[src/rtl/dds_pkg.sv]
// Shared definitions for the DDS frequency-sweep sequencer.
// Contents:
//   DwellWidthDefault - default width of the dwell counter
//   sweep_state_e     - sequencer FSM states
//   sweep_dir_t       - sweep direction (up or down)
package dds_pkg;

  localparam int unsigned DwellWidthDefault = 16;

  typedef enum logic [2:0] {
    StIdle,
    StLoad,
    StDwell,
    StWaitZero,
    StDone
  } sweep_state_e;

  typedef enum logic {
    DirUp,
    DirDown
  } sweep_dir_t;

endpackage

[src/rtl/dds_step_next.sv]
// Combinational next-step calculator for the sweep sequencer.
// Ports:
//   cur        - current step value
//   stop_step  - final step value of the sweep
//   delta_step - unsigned step magnitude
//   dir        - sweep direction
//   next_step  - next step value, clamped to stop_step
module dds_step_next
  import dds_pkg::*;
#(
  parameter int unsigned ADDRESS_WIDTH = 8
) (
  input  logic [ADDRESS_WIDTH-1:0] cur,
  input  logic [ADDRESS_WIDTH-1:0] stop_step,
  input  logic [ADDRESS_WIDTH-1:0] delta_step,
  input  sweep_dir_t               dir,
  output logic [ADDRESS_WIDTH-1:0] next_step
);

  // One extra bit so neither direction can wrap around the step range.
  logic [ADDRESS_WIDTH:0] sum;
  logic [ADDRESS_WIDTH:0] diff;

  assign sum  = {1'b0, cur} + {1'b0, delta_step};
  assign diff = {1'b0, cur} - {1'b0, stop_step};

  always_comb begin
    next_step = stop_step;
    if (dir == DirUp) begin
      if (sum < {1'b0, stop_step}) begin
        next_step = sum[ADDRESS_WIDTH-1:0];
      end
    end else begin
      if (diff > {1'b0, delta_step}) begin
        next_step = cur - delta_step;
      end
    end
  end

endmodule

[src/rtl/dds_sweep_ctrl.sv]
// Frequency-sweep sequencer driving the SET/step_in pair of a DDS.
// Steps the phase increment from start_step to stop_step by delta_step, holding each
// step for a programmable dwell, optionally aligned to the DDS phase-zero flag.
// Ports:
//   CLK, RESET     - clock and asynchronous active-high reset
//   start, abort   - begin a sweep (IDLE only) / terminate any sweep (abort wins)
//   repeat_mode    - 1 = restart from start_step after each pass
//   sync_zero      - 1 = gate step changes on zero_address
//   start_step, stop_step, delta_step, dwell - sweep configuration, latched on start
//   zero_address   - DDS phase-counter-zero flag
//   SET, step_out  - load pulse and step value for the DDS
//   busy, done     - sweep active / end-of-pass pulse
module dds_sweep_ctrl
  import dds_pkg::*;
#(
  parameter int unsigned ADDRESS_WIDTH = 8,
  parameter int unsigned INITIAL_STEP  = 1,
  parameter int unsigned DWELL_WIDTH   = DwellWidthDefault
) (
  input  logic                     CLK,
  input  logic                     RESET,
  input  logic                     start,
  input  logic                     abort,
  input  logic                     repeat_mode,
  input  logic                     sync_zero,
  input  logic [ADDRESS_WIDTH-1:0] start_step,
  input  logic [ADDRESS_WIDTH-1:0] stop_step,
  input  logic [ADDRESS_WIDTH-1:0] delta_step,
  input  logic [DWELL_WIDTH-1:0]   dwell,
  input  logic                     zero_address,
  output logic                     SET,
  output logic [ADDRESS_WIDTH-1:0] step_out,
  output logic                     busy,
  output logic                     done
);

  sweep_state_e             state_q;
  sweep_dir_t               dir_q;
  logic [ADDRESS_WIDTH-1:0] cur_q;
  logic [ADDRESS_WIDTH-1:0] start_q;
  logic [ADDRESS_WIDTH-1:0] stop_q;
  logic [ADDRESS_WIDTH-1:0] delta_q;
  logic [DWELL_WIDTH-1:0]   dwell_q;
  logic [DWELL_WIDTH-1:0]   cnt_q;
  logic                     repeat_q;
  logic                     sync_q;

  logic [ADDRESS_WIDTH-1:0] next_step;
  logic                     dwell_expired;
  logic                     last_step;

  // cnt_q is loaded with the dwell on every SET, so reaching 1 means the dwell ends this cycle.
  assign dwell_expired = (cnt_q == DWELL_WIDTH'(1));
  // A zero delta can never reach stop, so it is a single-step sweep.
  assign last_step     = (cur_q == stop_q) || (delta_q == '0);

  dds_step_next #(
    .ADDRESS_WIDTH(ADDRESS_WIDTH)
  ) u_step_next (
    .cur       (cur_q),
    .stop_step (stop_q),
    .delta_step(delta_q),
    .dir       (dir_q),
    .next_step (next_step)
  );

  always_ff @(posedge CLK or posedge RESET) begin
    if (RESET) begin
      state_q  <= StIdle;
      dir_q    <= DirUp;
      cur_q    <= ADDRESS_WIDTH'(INITIAL_STEP);
      start_q  <= '0;
      stop_q   <= '0;
      delta_q  <= '0;
      dwell_q  <= DWELL_WIDTH'(1);
      cnt_q    <= DWELL_WIDTH'(1);
      repeat_q <= 1'b0;
      sync_q   <= 1'b0;
      SET      <= 1'b0;
      step_out <= ADDRESS_WIDTH'(INITIAL_STEP);
      busy     <= 1'b0;
      done     <= 1'b0;
    end else begin
      SET  <= 1'b0;
      done <= 1'b0;
      if (abort && (state_q != StIdle)) begin
        state_q <= StIdle;
        busy    <= 1'b0;
      end else begin
        unique case (state_q)
          StIdle: begin
            if (start && !abort) begin
              start_q  <= start_step;
              stop_q   <= stop_step;
              delta_q  <= delta_step;
              // A dwell of 0 behaves as 1.
              dwell_q  <= (dwell == '0) ? DWELL_WIDTH'(1) : dwell;
              dir_q    <= (stop_step >= start_step) ? DirUp : DirDown;
              repeat_q <= repeat_mode;
              sync_q   <= sync_zero;
              busy     <= 1'b1;
              state_q  <= StLoad;
            end
          end
          StLoad: begin
            cur_q    <= start_q;
            step_out <= start_q;
            SET      <= 1'b1;
            cnt_q    <= dwell_q;
            state_q  <= StDwell;
          end
          StDwell: begin
            if (dwell_expired) begin
              if (last_step) begin
                done    <= 1'b1;
                state_q <= StDone;
              end else if (sync_q) begin
                state_q <= StWaitZero;
              end else begin
                cur_q    <= next_step;
                step_out <= next_step;
                SET      <= 1'b1;
                cnt_q    <= dwell_q;
              end
            end else begin
              cnt_q <= cnt_q - DWELL_WIDTH'(1);
            end
          end
          StWaitZero: begin
            if (zero_address) begin
              cur_q    <= next_step;
              step_out <= next_step;
              SET      <= 1'b1;
              cnt_q    <= dwell_q;
              state_q  <= StDwell;
            end
          end
          StDone: begin
            if (repeat_q) begin
              state_q <= StLoad;
            end else begin
              busy    <= 1'b0;
              state_q <= StIdle;
            end
          end
          default: begin
            busy    <= 1'b0;
            state_q <= StIdle;
          end
        endcase
      end
    end
  end

endmodule

[config.mk]
export PLATFORM = sky130hd
export DESIGN_NAME = dds_sweep_ctrl
export DESIGN_NICKNAME = d
export VERILOG_FILES = /design/src/rtl/dds_pkg.sv /design/src/rtl/dds_step_next.sv /design/src/rtl/dds_sweep_ctrl.sv
export SDC_FILE = /design/constraint.sdc
export NUM_CORES = 1
export LEC_CHECK = 0
export ABC_AREA = 0
export CAP_MARGIN = 10
export CORE_MARGIN = 1
export CORE_UTILIZATION = 35
export CTS_CLUSTER_DIAMETER = 80
export DETAILED_ROUTE_END_ITERATION = 10
export PLACE_DENSITY_LB_ADDON = 0.08
export SLEW_MARGIN = 25
export SYNTH_ARGS = -nofsm -noshare
export SYNTH_HDL_FRONTEND = slang
export SYNTH_SLANG_ARGS = --single-unit
[constraint.sdc]
create_clock -name CLK -period 4.4 [get_ports CLK]
set_input_delay 0.88 -clock CLK [delete_from_list [all_inputs] [get_ports CLK]]
set_output_delay 0.88 -clock CLK [all_outputs]
set_load 0.03 [all_outputs]
==> results.toml <==
[sta]
max_slew_margin = 0.311
max_freq_ghz = 0.245
fin_worst_skew_ns = 0.00838
finalCritPeriodShare = 0.929
rsz0062_at_grt = "false"
drv_slew = 0
finalSetupViolations = 0
tns_ns = 0
hold_violations = 0
worstMarginPinSlew_ns = 1.02
layout_min_cycle_time_ns = 4.09

[clock_network]
htreeDepth = 3
numCtsBuffers = 9
insertion_delay_ns = 0.34
cts_resized = 0
root_buffer = "clkbuf_16"
cts_hold_buf = 0
max-clock-path-buffers = 2
clock_sinks = 73
cts_setup_buffers = 0
clkTransAtPathRegs_ns = 0.06
cts_tree = "yes"

[grt]
grt_pass1_vias = 4030
grt_overflow = 0
antenna_found_initial = 0
grt_usage = 0.186
grt_max_degree = 58
grt_first_pass_wirelength_um = 21200

[cells_and_area]
stdcell_count = 770
layout_commonest_cell = "dfrtp_1"
post-route-util = 0.433
diodes = 0
syn_to_final_growth_pct = 19.6
drive_gt1_frac = 0.112
final_nets = 683
final_cell_mix = "dfrtp_1, clkdlybuf4s50_1, o21ai_0"

[setup_path]
cp-end-kind = "flop"
required_ns = 4.60
cp.arrival_ns = 4.29
cp_slowest_stage_delay_ns = 0.57
path_class = "reg -> reg"
crit_path_start_kind = "flop"
crit_path_max_fanout = 6
crit_end = "cur_q[1]"
cp_top_family = "simple AND/OR/NAND/NOR gates"
path_buf_inv = 0
r2r_start = "delta_q[0]"
rrSetupSlack_ns = 0.31
reg2reg_depth = 14
rr_endpoint = "cur_q[1]"
startpoint = "delta_q[0]"
cp.depth = 14
crit_slowest_cell = "or4_1"
path_cells = "ha_1 > fa_1 > nand2b_1 > a221oi_1 > or4_1 > nand3_1 > ha_1 > a211o_1 > a211oi_1 > nor2_1 > or4_1 > mux2_2 > mux2i_1 > o221ai_1"

[power]
power.density_nw_per_um2 = 678
leakagePower_nw = 2.56
ir_drop_uv = 207
power_mw = 4.10

[job]
drv_cap = 0

[routing]
ant_nets = 0
routedWlPerCell_um = 16.9
firstDrtPassIters = 4
drc = 0
wl_um = 13000
routed_via_density = 5.45
drt-initial-drc-count = 227
vias = 4200

[logic_synthesis]
yosysUniqueCellTypes = 60
synthCells = 539
syn-num-nets = 637
postSynth.asyncResetShare = 1.00
synth_edf_count = 0
syn-mean-instance-area_um2 = 9.39
synth-main-ff-cell = "dfrtp_1"
seq_area_frac_synth = 0.362
yosysTopAreaCell = "dfrtp_1"
yosys_warnings = 0
synth_top_area_share = 0.346
synth-seq-cells = 73
syn_area_um2 = 5060
synthTopCellsByArea = "dfrtp_1, ha_1, mux2_2"

[floorplanning]
die_w_um = 122
start_util = 0.362
core_um2 = 14000
die-area_um2 = 14900
die_y_um = 122
fp-row-count = 43
ioPinCount = 58

[placed_design]
place_congestion = 0.829
io_buffers = 57
dp.cells = 754
hpwlAfterDp_um = 9850

[status]
status = "completed"

[hold_path]
hold_class = "reg -> reg"
power by group:
group / leakage [nW] / internal, mW / total [mW] / switching [mW]
logic: 1.55 / 1.03 / 2.32 / 1.29
registers: 0.873 / 0.861 / 1.08 / 0.219
clock network: 0.137 / 0.414 / 0.704 / 0.291
total: 2.56 / 2.31 / 4.10 / 1.80
per-layer routing:
metal,vias up,wire length (um),track usage,part of all wire
met2,110,5170,0.250,0.40
met1,2016,6960,0.290,0.54
met5,-,0,0,0
met4,0,241,0.0655,0.019
li1,2054,-,-,-
met3,20,617,0.0353,0.048
cells by family after synthesis:
kind of cell / share of synthesized area
AND/OR/NAND/NOR: 0.156
AO/OA/AOI/OAI: 0.191
flip-flops: 0.362
buffers and inverters: 0.0512
adder cells (fa/ha/maj): 0.131
multiplexers: 0.0878
XOR/XNOR: 0.0225
worst min path at each step:
| stage | start | endpoint | slack [ns] | cells past startpoint |
|---|---|---|---|---|
| final | start_q[4] | start_q[4] | 0.48 | 2 |
| after detailed placement | start_q[1] | start_q[1] | 0.47 | 2 |
| after CTS | start_q[1] | start_q[1] | 0.49 | 2 |
| after global routing | dwell_q[0] | dwell_q[0] | 0.51 | 2 |
| after global placement | start_q[7] | start_q[7] | 0.46 | 2 |
| after floorplan | start_q[2] | start_q[2] | 0.44 | 2 |
worst register-to-register path, cell delays in order (launching register included):
cell and delay [ns]:
dfrtp_1 0.44, ha_1 0.24, fa_1 0.45, nand2b_1 0.14, a221oi_1 0.11, or4_1 0.41, nand3_1 0.13, ha_1 0.25
a211o_1 0.28, a211oi_1 0.26, nor2_1 0.10, or4_1 0.57, mux2_2 0.33, mux2i_1 0.14, o221ai_1 0.11
area by class of cell:
class | instances | area [um^2]
fillers | 1419 | 7930
multi-input cells | 404 | 2980
flip-flops and latches | 73 | 1830
repair buffers | 60 | 606
clock buffers | 14 | 264
well taps | 180 | 225
inverters | 37 | 139
clock inverters | 2 | 13.8
Yosys cell counts (all sizes together) (4+ instances only):
master / n
dfrtp: 70
o21ai: 49
ha: 48
inv: 37
a21oi: 36
nand2: 36
mux2: 35
nor2: 31
nor3: 17
clkbuf: 16
nor4: 13
nand3: 12
nand2b: 10
a21o: 9
buf: 9
xnor2: 9
o2bb2ai: 8
or3: 8
nand4: 6
nor2b: 6
o211ai: 6
a41oi: 5
mux2i: 5
a22oi: 4
a31oi: 4
xor2: 4
registers in the layout, summed over array words and instances (netlist names), 3 cells and up:
signal,cells
cnt_q,16
stop_q,8
dwell_q,16
state_q,3
delta_q,8
start_q,8
cur_q,8
per-stage QoR:
step / cell area [um^2] / hold slack (ns) / worst slack (ns)
floorplan: 5060 / 0.442 / 0.637
global placement: 5770 / 0.459 / 0.498
detailed placement: 5780 / 0.473 / 0.358
CTS: 6050 / 0.488 / 0.335
global route: 6050 / 0.511 / 0.0906
finish: 6050 / 0.483 / 0.314
Power figures use the tool's default switching activity.
